### src/rtl/instruction_fetch.sv
// ---------------------------------------------------------------------------
// instruction_fetch
//   Fetch-side initiator for a byte-addressable, big-endian instruction memory
//   with a combinational read port. It holds the program counter, presents it
//   as the fetch address, and registers one 16-bit instruction per cycle into
//   a single output slot that decode drains with a valid/ready handshake.
//   It also handles branch redirects, detection of the halt opcode, and faults
//   on misaligned or out-of-range redirect targets.
//
// Ports
//   clk            in   1   rising-edge clock
//   rst            in   1   synchronous active-high reset
//   imem_addr      out  16  byte address to instruction memory (== pc)
//   imem_data      in   16  instruction word for imem_addr, same cycle
//   ir_data        out  16  registered instruction for decode
//   ir_pc          out  16  byte address that ir_data was fetched from
//   ir_valid       out  1   ir_data/ir_pc valid
//   ir_ready       in   1   decode accepts the slot when ir_valid=1
//   redirect_valid in   1   load redirect_pc as next fetch address, flush slot
//   redirect_pc    in   16  redirect target byte address
//   pc             out  16  current fetch address register
//   halted         out  1   HALT state
//   fault          out  1   FAULT state (sticky until rst)
// ---------------------------------------------------------------------------
module instruction_fetch #(
  parameter logic [15:0] RESET_PC    = 16'h0000,
  parameter int          MEM_BYTES   = 256,
  parameter logic [3:0]  HALT_OPCODE = 4'hF
) (
  input  logic        clk,
  input  logic        rst,
  output logic [15:0] imem_addr,
  input  logic [15:0] imem_data,
  output logic [15:0] ir_data,
  output logic [15:0] ir_pc,
  output logic        ir_valid,
  input  logic        ir_ready,
  input  logic        redirect_valid,
  input  logic [15:0] redirect_pc,
  output logic [15:0] pc,
  output logic        halted,
  output logic        fault
);

  // Highest legal (even) fetch address, and the mask that wraps the PC
  // modulo the memory size.
  localparam logic [15:0] MAX_PC    = 16'(MEM_BYTES - 2);
  localparam logic [15:0] ADDR_MASK = 16'(MEM_BYTES - 1);

  typedef enum logic [1:0] {
    S_FETCH = 2'd0,
    S_HALT  = 2'd1,
    S_FAULT = 2'd2
  } state_t;

  state_t      r_state;
  logic [15:0] r_pc;
  logic [15:0] r_ir_data;
  logic [15:0] r_ir_pc;
  logic        r_ir_valid;
  logic        r_halted;
  logic        r_fault;

  logic        w_slot_free;
  logic        w_accept;
  logic        w_redirect_bad;
  logic [15:0] w_pc_inc;
  logic        w_is_halt;

  assign w_slot_free    = !r_ir_valid || ir_ready;
  assign w_accept       = r_ir_valid && ir_ready;
  assign w_redirect_bad = redirect_pc[0] || (redirect_pc > MAX_PC);
  assign w_pc_inc       = (r_pc + 16'd2) & ADDR_MASK;
  assign w_is_halt      = (imem_data[15:12] == HALT_OPCODE);

  always_ff @(posedge clk) begin
    if (rst) begin
      r_state    <= S_FETCH;
      r_pc       <= RESET_PC;
      r_ir_data  <= 16'h0000;
      r_ir_pc    <= 16'h0000;
      r_ir_valid <= 1'b0;
      r_halted   <= 1'b0;
      r_fault    <= 1'b0;
    end else begin
      case (r_state)
        S_FETCH: begin
          if (redirect_valid) begin
            // A redirect discards whatever sits in the slot, even if decode
            // has not taken it; nothing is captured this cycle.
            r_ir_valid <= 1'b0;
            if (w_redirect_bad) begin
              r_state <= S_FAULT;
              r_fault <= 1'b1;
            end else begin
              r_pc <= redirect_pc;
            end
          end else if (w_slot_free) begin
            r_ir_data  <= imem_data;
            r_ir_pc    <= r_pc;
            r_ir_valid <= 1'b1;
            r_pc       <= w_pc_inc;
            // The halt word itself is still delivered to decode.
            if (w_is_halt) begin
              r_state  <= S_HALT;
              r_halted <= 1'b1;
            end
          end
          // Otherwise stalled: every register holds.
        end

        S_HALT: begin
          if (redirect_valid) begin
            r_ir_valid <= 1'b0;
            r_halted   <= 1'b0;
            if (w_redirect_bad) begin
              r_state <= S_FAULT;
              r_fault <= 1'b1;
            end else begin
              r_state <= S_FETCH;
              r_pc    <= redirect_pc;
            end
          end else if (w_accept) begin
            // Pending halt word drained; no further captures.
            r_ir_valid <= 1'b0;
          end
        end

        S_FAULT: begin
          // Terminal until reset; pc and the fetch address are frozen.
          r_ir_valid <= 1'b0;
        end

        default: begin
          r_state    <= S_FAULT;
          r_fault    <= 1'b1;
          r_halted   <= 1'b0;
          r_ir_valid <= 1'b0;
        end
      endcase
    end
  end

  assign imem_addr = r_pc;
  assign pc        = r_pc;
  assign ir_data   = r_ir_data;
  assign ir_pc     = r_ir_pc;
  assign ir_valid  = r_ir_valid;
  assign halted    = r_halted;
  assign fault     = r_fault;

endmodule

### config.mk
export PLATFORM = sky130hd
export DESIGN_NAME = instruction_fetch
export DESIGN_NICKNAME = d
export VERILOG_FILES = /design/src/rtl/instruction_fetch.sv
export SDC_FILE = /design/constraint.sdc
export NUM_CORES = 1
export LEC_CHECK = 0
export CAP_MARGIN = 0
export CORE_ASPECT_RATIO = 0.5
export CORE_MARGIN = 5
export CORE_UTILIZATION = 34
export CTS_BUF_LIST = sky130_fd_sc_hd__clkbuf_4
export DETAILED_ROUTE_END_ITERATION = 16
export GPL_ROUTABILITY_DRIVEN = 0
export GPL_TIMING_DRIVEN = 1
export PLACE_DENSITY = 0.67
export SYNTH_ARGS = -nofsm -noshare
export SYNTH_HDL_FRONTEND = slang
export SYNTH_SLANG_ARGS = --single-unit
### constraint.sdc
create_clock -name clk -period 2.2 [get_ports clk]
set_clock_uncertainty 0.1 [all_clocks]
set_input_delay 0.33 -clock clk [delete_from_list [all_inputs] [get_ports clk]]
set_output_delay 0.33 -clock clk [all_outputs]
set_load 0.02 [all_outputs]
==> impl_metrics.csv <==
group,metric,value,unit
power_and_ir_drop,p_sw_share,25.4,%
hold_path,hold_path.class,"input pin to flip-flop",
setup_path,critPathCapture,"imem_addr[1]",
setup_path,timing.critical_path.from,"imem_addr[1]$_SDFFE_PP0P_",
grt,grt.overflow.total,0,
synthesis,syn_avg_cell_area,8.63,µm²
setup_path,critPathArrivalTime,1580,ps
grt,grt_usage,14.8,%
setup_path,end_kind,"primary output",
sta,period_needed,2010,ps
run,max_cap_viol_count,0,
sta,max_freq,0.498,GHz
floorplan,die_area,8600,µm²
setup_path,slowest_delay,670,ps
setup_path,critical_path_class,"flip-flop to primary output",
clock_tree,clk_pin_slew_worst_paths,150,ps
synthesis,ys.flop_type,"dfxtp_1",
setup_path,slowest_stage,"clkdlybuf4s50_1",
clock_tree,cts_tree,"done",
setup_path,path_delay_family,"buffers and inverters",
outcome,status,"finished clean",
clock_tree,cts_setup_buffers,0,
setup_path,reg2reg_depth,5,
grt,grt_start_max_net_pins,33,
sta,slew_headroom,62.7,%
floorplan,die_x,126,µm
routing,dr.pass1.iters,4,
synthesis,synth_cell_types,44,
routing,ant_nets,0,
cells_and_area,antenna_cells,0,
synthesis,synth_seq_area_share,46.2,%
setup_path,crit_path_cell_trace,"clkdlybuf4s50_1",
clock_tree,hold_buffers,0,
routing,vias,2139,
synthesis,synth_async_sr_flop_share,0,%
power_and_ir_drop,ir_drop,0.229,mV
hold_path,hp-start,"rst",
clock_tree,cts_buffers,5,
sta,setup_ws,191,ps
routing,drt_iter0_markers,124,
cells_and_area,area_delta_synth_final,47.5,%
synthesis,yosys-top-cells-area,"dfxtp_1 (46%), nand2_1 (12%), a21oi_1 (8.3%), buf_4 (5.6%), nor3b_1 (2.6%)",
setup_path,r2r_slack,340,ps
grt,grt_pass1_vias,2053,
floorplan,num_rows,21,
sta,worst_pin_slew,559,ps
power_and_ir_drop,p_switching,472,µW
setup_path,cp.buffers_inverters,1,
cells_and_area,nets,388,
power_and_ir_drop,p_seq_share,54.2,%
clock_tree,clk_latency,360,ps
routing,drc,0,
cells_and_area,drive_gt1_share,9.38,%
clock_tree,clock-sinks,53,
floorplan,core_area,6620,µm²
routing,avgRoutedWirePerCell,14.3,µm
routing,vias_per_cell,4.82,
sta,drv_slew,0,
sta,rsz0062_at_grt,"false",
clock_tree,ctsResizeCount,0,
synthesis,syn-num-nets,303,
place,dp_slack,-53.4,ps
setup_path,reg2reg_to,"imem_addr[5]$_SDFFE_PP0P_",
sta,finalSetupTns,0,ps
setup_path,cp.depth,1,
floorplan,initial_utilization,34.7,%
clock_tree,htree_levels,2,
grt,grt_first_pass_wirelength,10200,µm
sta,final-hold-violation-count,0,
power_and_ir_drop,pwr-share-comb,16.1,%
synthesis,ys_warn_count,0,
setup_path,r2r_start,"r_state[1]$_SDFFE_PP0P_",
synthesis,syn_area,2300,µm²
power_and_ir_drop,clockPowerShare,29.7,%
power_and_ir_drop,leakage,0.00117,µW
place,port-buffer-count,102,
setup_path,startpoint_type,"flip-flop",
synthesis,yosysTopAreaCellShare,46.2,%
place,place_hpwl,4840,µm
grt,grt_antenna_before_repair,0,
sta,period_share,91.3,%
synthesis,syn_inst,266,
power_and_ir_drop,powerDensity,550,nW/µm²
power_and_ir_drop,p_int,1390,µW
cells_and_area,final_util,51.2,%
routing,wirelength,6350,µm
clock_tree,cts_root_buf,"clkbuf_4",
floorplan,die_h,68.1,µm
synthesis,synth_top_area_cell,"dfxtp_1",
setup_path,worstPathRequired,1770,ps
synthesis,synth-seq-cells,53,
synthesis,synth-edff-count,0,
clock_tree,cts_buffer_depth,2,
sta,finalSetupViolCount,0,
floorplan,ios,103,
setup_path,cp_max_fo,9,
[stage by stage]
step / hold WS [ps] / cell area [µm²] / total power, µW / cells
global placement: 342 / 3300 / 1320 / 436
floorplan: 366 / 2300 / 1170 / 266
finish: 337 / 3390 / 1860 / 444
detailed placement: 346 / 3300 / 1330 / 436
CTS: 341 / 3390 / 1890 / 444
global route: 363 / 3390 / 1960 / 444
[power groups by stage]
stage / Combinational, µW / Sequential [µW] / Clock [µW]
2_1_floorplan: 120 / 1050 / 0
3_3_place_gp: 296 / 1030 / 0
3_5_place_dp: 301 / 1030 / 0
4_1_cts: 302 / 1010 / 576
5_1_grt: 323 / 1010 / 619
6_report: 300 / 1010 / 554
[worst min-delay path by stage]
stage | to | cells after the start
floorplan | ir_data[15]$_SDFFE_PP0P_ | 2
global route | r_state[1]$_SDFFE_PP0P_ | 2
global placement | ir_data[12]$_SDFFE_PP0P_ | 2
finish | r_state[1]$_SDFFE_PP0P_ | 2
detailed placement | ir_data[11]$_SDFFE_PP0P_ | 2
CTS | r_state[1]$_SDFFE_PP0P_ | 2
[cells by family (layout without fill, tap and decap cells)]
kind of cell / Yosys count / count (layout) / share of synthesized area (%)
muxes: 1 / 1 / 0.490
and+or+nand+nor: 110 / 110 / 24.5
DFF: 53 / 53 / 46.2
AOI/OAI and AO/OA: 63 / 63 / 18.1
buffers and inverters: 38 / 124 / 10.1
adders and majority gates: 1 / 1 / 0.545
[cell type report]
cell class                 instances  area, µm²
timing repair buffer             110       1100
inverter                           6       22.5
tap                               92        115
multi-input combinational        175       1000
clock inverter                     2       38.8
sequential                        53       1060
fill                             624       3230
clock buffer                       6       45.0
[cell usage in the layout, fill, tap and decap left out, types with 3 or more instances in the layout]
master           netlist  layout
clkdlybuf4s50_1        0     101
nand2_1               71      71
dfxtp_1               53      53
a21oi_1               38      38
nor3b_1                8       8
nand3_1                6       6
inv_1                  6       6
clkbuf_4               0       6
buf_4                 17       6
nor2_1                 5       5
a2111oi_0              3       3
a31oi_1                3       3
and3_1                 3       3
[flip-flops by register name, indices dropped and copies added (netlist names)]
register / cells
fault: 1
halted: 1
imem_addr: 16
ir_data: 16
ir_pc: 16
ir_valid: 1
r_state: 2
[synth_stat cells, types with 2 or more instances]
cell type and instances:
clkbuf_1 12, a221oi_1 2, nor2_1 5, or4_1 2, o211a_1 2, a21oi_1 38
and3_1 3, inv_1 6, nand3_1 6, o22a_2 2, nor4_4 2, nand2_1 71
a2111oi_0 3, a31oi_1 3, nor3b_1 8, o221a_2 2, buf_4 17, a21oi_2 2
o21ai_0 2, buf_6 2, dfxtp_1 53
[per-layer routing]
metal / vias up / GRT usage [%] / routed length, µm
met5: - / 0 / 0
met4: 0 / 4.14 / 65
met3: 7 / 3.20 / 273
met2: 47 / 26.8 / 3200
met1: 1008 / 18.2 / 2810
li1: 1077 / - / -
Power figures use the tool's default switching activity.
